[src/rtl/i2s_mic_transmitter.sv]
// i2s_mic_transmitter
//   I2S slave transmitter (microphone side of the link). Follows an externally
//   generated I2S_SCK/I2S_WS pair and shifts sample words out on I2S_SD.
//   Slot format: DATA_W bits MSB-first, starting one SCK after the WS change,
//   zero-padded to the end of the slot.
//
// Ports
//   clock      system clock, at least 4x the I2S_SCK frequency
//   reset      synchronous, active-high
//   I2S_SCK    bit clock from the receiver (asynchronous to clock)
//   I2S_WS     word select: 0 = left, 1 = right
//   I2S_SD     registered serial data, updated the cycle after a synced SCK fall
//   sample_l   left sample word (two's complement)
//   sample_r   right sample word
//   s_valid    sample pair valid
//   s_ready    holding register empty; pair transfers on s_valid && s_ready
//   underflow  1-cycle pulse when a left slot starts with no pending pair
//
// Build option
//   I2S_TX_REPEAT_ON_UNDERFLOW_EN  defined: retransmit the previous pair on
//   underflow; undefined: transmit silence on underflow.
//
// States
//   ST_NO_WS  | no SCK fall seen since reset; ws_last not yet meaningful
//   ST_ARMED  | ws_last valid, waiting for the first WS change (partial slot)
//   ST_LOCKED | slot-aligned; data is driven on every fall

module i2s_mic_transmitter #(
  parameter int DATA_W      = 18,
  parameter int SLOT_W      = 32,
  parameter int SYNC_STAGES = 2
) (
  input  logic              clock,
  input  logic              reset,
  input  logic              I2S_SCK,
  input  logic              I2S_WS,
  output logic              I2S_SD,
  input  logic [DATA_W-1:0] sample_l,
  input  logic [DATA_W-1:0] sample_r,
  input  logic              s_valid,
  output logic              s_ready,
  output logic              underflow
);

  localparam int IDX_W = $clog2(SLOT_W + 1);

  typedef enum logic [1:0] {ST_NO_WS, ST_ARMED, ST_LOCKED} state_t;

  state_t state, state_nxt;

  logic [SYNC_STAGES-1:0] sck_sr, ws_sr;
  logic                   sck_sync, sck_sync_d, ws_now, ws_last;
  logic                   fall, boundary, locked;
  logic [DATA_W-1:0]      hold_l, hold_r, frame_l, frame_r, shreg;
  logic                   full;
  logic [IDX_W-1:0]       bit_idx;

  assign sck_sync = sck_sr[SYNC_STAGES-1];
  assign ws_now   = ws_sr[SYNC_STAGES-1];
  assign fall     = sck_sync_d & ~sck_sync;
  assign locked   = (state == ST_LOCKED);
  assign s_ready  = ~full;

  always_ff @(posedge clock) begin
    if (reset) begin
      sck_sr     <= '0;
      ws_sr      <= '0;
      sck_sync_d <= 1'b0;
    end else begin
      sck_sr     <= (sck_sr << 1) | SYNC_STAGES'(I2S_SCK);
      ws_sr      <= (ws_sr << 1) | SYNC_STAGES'(I2S_WS);
      sck_sync_d <= sck_sync;
    end
  end

  always_ff @(posedge clock) begin
    if (reset) state <= ST_NO_WS;
    else       state <= state_nxt;
  end

  // The first fall after reset only records WS, so a slot already in
  // progress at reset release is never treated as a boundary.
  always_comb begin
    state_nxt = state;
    boundary  = 1'b0;
    case (state)
      ST_NO_WS: begin
        if (fall) state_nxt = ST_ARMED;
      end
      ST_ARMED: begin
        if (fall && (ws_now != ws_last)) begin
          state_nxt = ST_LOCKED;
          boundary  = 1'b1;
        end
      end
      ST_LOCKED: begin
        boundary = fall && (ws_now != ws_last);
      end
      default: state_nxt = ST_NO_WS;
    endcase
  end

  always_ff @(posedge clock) begin
    if (reset) begin
      ws_last   <= 1'b0;
      full      <= 1'b0;
      hold_l    <= '0;
      hold_r    <= '0;
      frame_l   <= '0;
      frame_r   <= '0;
      shreg     <= '0;
      bit_idx   <= '0;
      I2S_SD    <= 1'b0;
      underflow <= 1'b0;
    end else begin
      underflow <= 1'b0;

      // A consume in this cycle only happens when full, which blocks the load,
      // so the two never fight over full.
      if (s_valid && !full) begin
        hold_l <= sample_l;
        hold_r <= sample_r;
        full   <= 1'b1;
      end

      if (fall) ws_last <= ws_now;

      if (boundary) begin
        // Last padding bit of the slot that just ended.
        I2S_SD  <= 1'b0;
        bit_idx <= '0;
        if (ws_now) begin
          shreg <= frame_r;
        end else if (full) begin
          frame_l <= hold_l;
          frame_r <= hold_r;
          shreg   <= hold_l;
          full    <= 1'b0;
        end else begin
          underflow <= 1'b1;
`ifdef I2S_TX_REPEAT_ON_UNDERFLOW_EN
          shreg <= frame_l;
`else
          frame_l <= '0;
          frame_r <= '0;
          shreg   <= '0;
`endif
        end
      end else if (fall && locked) begin
        if (bit_idx < IDX_W'(DATA_W)) begin
          I2S_SD <= shreg[DATA_W-1];
          shreg  <= shreg << 1;
        end else begin
          I2S_SD <= 1'b0;
        end
        // Saturate so an over-long slot keeps padding with zeros.
        if (bit_idx != IDX_W'(SLOT_W)) bit_idx <= bit_idx + IDX_W'(1);
      end
    end
  end

endmodule
[config.mk]
export PLATFORM = sky130hd
export DESIGN_NAME = i2s_mic_transmitter
export DESIGN_NICKNAME = d
export VERILOG_FILES = /design/src/rtl/i2s_mic_transmitter.sv
export SDC_FILE = /design/constraint.sdc
export NUM_CORES = 1
export LEC_CHECK = 0
export ABC_CLOCK_PERIOD_IN_PS = 3200
export CORE_ASPECT_RATIO = 0.8
export CORE_MARGIN = 3
export CORE_UTILIZATION = 40
export DETAILED_ROUTE_END_ITERATION = 8
export DONT_BUFFER_PORTS = 1
export PLACE_DENSITY = 0.58
export SETUP_SLACK_MARGIN = 0.05
export SYNTH_ARGS = -nofsm -noshare
export SYNTH_HDL_FRONTEND = slang
export SYNTH_SLANG_ARGS = --single-unit
[constraint.sdc]
create_clock -name clock -period 3.2 [get_ports clock]
set_clock_uncertainty 0.2 [all_clocks]
set_input_delay 0.32 -clock clock [delete_from_list [all_inputs] [get_ports clock]]
set_output_delay 0.32 -clock clock [all_outputs]
set_load 0.1 [all_outputs]
==> flow_summary.yaml <==
yosys:
  yosys.cell_types.count: 32
  yosysSeqAreaShare_pct: 49.0
  synth-seq-cells: 89
  syn_nets: 506
  synth.avg_cell_area_um2: 7.90
  postSynthCellCount: 460
  ys_warn_count: 0
  synth_area_mm2: 0.00363
timing:
  rsz0062_at_grt: "false"
  worst_slew_pin_slew_ns: 0.988
  min_period_ns: 2.23
  setup_viol: 0
  slew_headroom_pct: 34.1
  final_max_slew_viol_count: 0
  final-hold-violation-count: 0
  fin_setup_tns_ns: 0
  fmax_mhz: 447
  post-route-period-util_pct: 69.8
place:
  dpl.hpwl_mm: 5.39
  place_inst: 546
  port_buffers: 0
  gp_congestion: 0.697
grt:
  grt_overflow: 0
  antenna_found_initial: 0
  grt_pass1_wl_mm: 14.6
  grt_max_degree: 83
  grt_pass1_vias: 2957
  grt_use_total_pct: 17.6
routing:
  routed_wl_mm: 8.73
  drtPass1Iterations: 4
  detail-route-antenna-nets: 0
  route.detailed.drc: 0
  drtIter0Drc: 206
  vias_per_cell: 5.13
  detail_route.wl_per_cell_um: 14.5
  route.vias.total: 3086
clocking:
  clock_sinks: 89
  htreeDepth: 3
  cts_root_buffer: "clkbuf_16"
  cts_resized: 0
  clkSlewWorstSetupHoldPaths_ns: 0.06
  cts_setup_buffers: 0
  cts_buffer_depth: 2
  clock_latency_ns: 0.34
  cts-buffers-inserted: 9
  cts_hold_buf: 39
  cts_tree: "done"
worst_setup_path:
  r2r_setup_slack_ns: 0.97
  critPathLaunchType: "flip-flop"
  end_kind: "flip-flop"
  crit_type: "flip-flop to flip-flop"
  worst-path-max-fanout: 18
  critPathArrivalTime_ns: 2.28
  crit_path_top_delay_cell: "nor3_4"
  critical_path.top_delay_family: "simple AND/OR/NAND/NOR gates"
  cpPeakStageDelay_ns: 0.59
  worstPathRequired_ns: 3.24
  worstPathBufferInverterCount: 1
  crit_chain: "inv_1, ha_1, nand3b_1, nor3_4, nand2_1, a311oi_1"
die:
  die_w_um: 113
  start_util_pct: 41.9
  io_pins: 44
  core.rowCount: 30
  core_area_mm2: 0.00867
  die_y_um: 91.3
  die_area_mm2: 0.0103
power_and_ir_drop:
  ir_worst_vdd_v: 0.000372
  p_switching_uw: 557
  power_density_mw_per_mm2: 558
  sw_frac_of_total_pct: 22.5
  clock_power_share_pct: 46.5
  power_frac_seq_pct: 47.1
  p_int_uw: 1910
  combPwrFrac_pct: 6.4
  leakage_uw: 0.00152
finish:
  n_antenna_cell: 0
  drive_gt1_share_pct: 5.52
  multi_input_area_mm2: 0.00169
  synthToLayoutAreaGrowth_pct: 21.9
  finalNonFillerCells: 601
  seq_area_mm2: 0.00178
  num-fill-cells: 848
  fin_nets: 530
job:
  cap_violations: 0
run_status:
  status: "finished clean"
worst_hold_path:
  hold_class: "input port to flip-flop"
state kept, by name, indices dropped and copies added, names as in the netlist:
| signal | flops |
|---|---|
| frame_r | 18 |
| hold_l | 18 |
| hold_r | 18 |
| shreg | 18 |
| bit_idx | 6 |
| sck_sr | 2 |
| state | 2 |
| ws_sr | 2 |
| I2S_SD | 1 |
| full | 1 |
| sck_sync_d | 1 |
| underflow | 1 |
| ws_last | 1 |
per-layer routing:
layer | vias up | part of all wire [%] | GRT usage (%)
met4 | 0 | 0.63 | 4.20
met3 | 6 | 3.8 | 5.13
li1 | 1603 | - | -
met2 | 51 | 44 | 25.7
met5 | - | 0 | 0
met1 | 1426 | 51 | 25.4
power by group through the flow:
stage	sequential (uW)	clock (uW)	combinational, uW
CTS	1160	1170	159
floorplan	1180	0	98.9
global route	1170	1220	177
detailed placement	1190	0	103
global placement	1190	0	100
finish	1160	1150	159
layout by cell type (no fill, tap or decap), types with 2 or more instances in the layout:
cell type / netlist / layout
nor2_1: 30 / 30
dfxtp_1: 89 / 89
o21ai_0: 2 / 2
nor3_1: 3 / 3
clkbuf_16: 0 / 9
nand3_1: 20 / 20
xor2_1: 3 / 3
a21oi_1: 60 / 60
a211oi_1: 19 / 19
buf_4: 0 / 7
nand2b_1: 3 / 3
dlygate4sd3_1: 0 / 38
a311oi_1: 17 / 17
nand2_1: 144 / 144
xnor2_1: 3 / 3
ha_1: 5 / 5
bufinv_16: 0 / 2
nand3b_1: 2 / 2
nor2b_1: 7 / 6
inv_1: 7 / 7
nand4_1: 2 / 2
final timing paths:
| kind | start | to | depth (start not counted) |
|---|---|---|---|
| worst max-delay path | state[0]$_SDFFE_PP0P_ | shreg[7]$_SDFFE_PP0P_ | 6 |
| worst min-delay path | reset | ws_last$_SDFFE_PP0P_ | 2 |
| worst max register to register | state[0]$_SDFFE_PP0P_ | shreg[7]$_SDFFE_PP0P_ | 6 |
| worst min register to register | sck_sr[0]$_SDFF_PP0_ | sck_sr[1]$_SDFF_PP0_ | 1 |
area by class of cell:
type | count | share of cell area (%)
Clock inverter | 6 | 2.03
Multi-Input combinational cell | 331 | 38.2
Sequential cell | 89 | 40.2
Inverter | 7 | 0.593
Tap cell | 112 | 3.16
Clock buffer | 10 | 5.39
Timing Repair Buffer | 46 | 10.4
metrics by stage:
stage / utilization [%] / cell area, um^2 / total power (uW) / setup WS, ns / hold WS, ns
3_5_place_dp: 42.6 / 3690 / 1290 / 0.997 / 0.203
2_1_floorplan: - / 3630 / 1280 / 1.23 / 0.214
4_1_cts: 51.1 / 4430 / 2490 / 0.944 / 0.137
6_report: 51.1 / 4430 / 2470 / 0.965 / 0.140
5_1_grt: 51.1 / 4430 / 2570 / 0.718 / 0.163
3_3_place_gp: 42.6 / 3690 / 1290 / 1.07 / 0.203
logic make-up (layout without fill, tap and decap cells):
| logic type | count (synthesis) | in the layout | synth area share, % |
|---|---|---|---|
| buf+inv | 40 | 69 | 4.48 |
| compound gates | 101 | 101 | 17.2 |
| simple gates | 218 | 218 | 25.9 |
| flops | 89 | 89 | 49.0 |
| fa+ha+maj | 5 | 5 | 1.72 |
| xor+xnor | 6 | 6 | 1.45 |
| mux | 1 | 1 | 0.275 |
cell usage after synthesis:
library cell	n	area [um^2]
nor4b_4	1	23.8
or3_1	1	6.26
inv_1	7	26.3
o31a_1	1	8.76
buf_6	1	11.3
buf_1	4	15.0
xor2_1	3	26.3
dfxtp_1	89	1780
nor2_1	30	113
nand3_1	20	100
and4_1	1	8.76
clkbuf_1	24	90.1
nor2b_1	7	43.8
mux2i_1	1	10.0
nand4_1	2	12.5
a22oi_1	1	7.51
nand3b_1	2	15.0
and3b_1	1	8.76
a21o_1	1	7.51
a21oi_1	60	300
nor4b_1	1	8.76
buf_2	4	20.0
nand2b_1	3	18.8
nor3_1	3	15.0
a211oi_1	19	143
o21ai_0	2	10.0
a311oi_1	17	149
nor3_4	1	16.3
ha_1	5	62.6
nand4b_1	1	8.76
nand2_1	144	541
xnor2_1	3	26.3
Note: power is estimated with default switching activity, not from simulation.
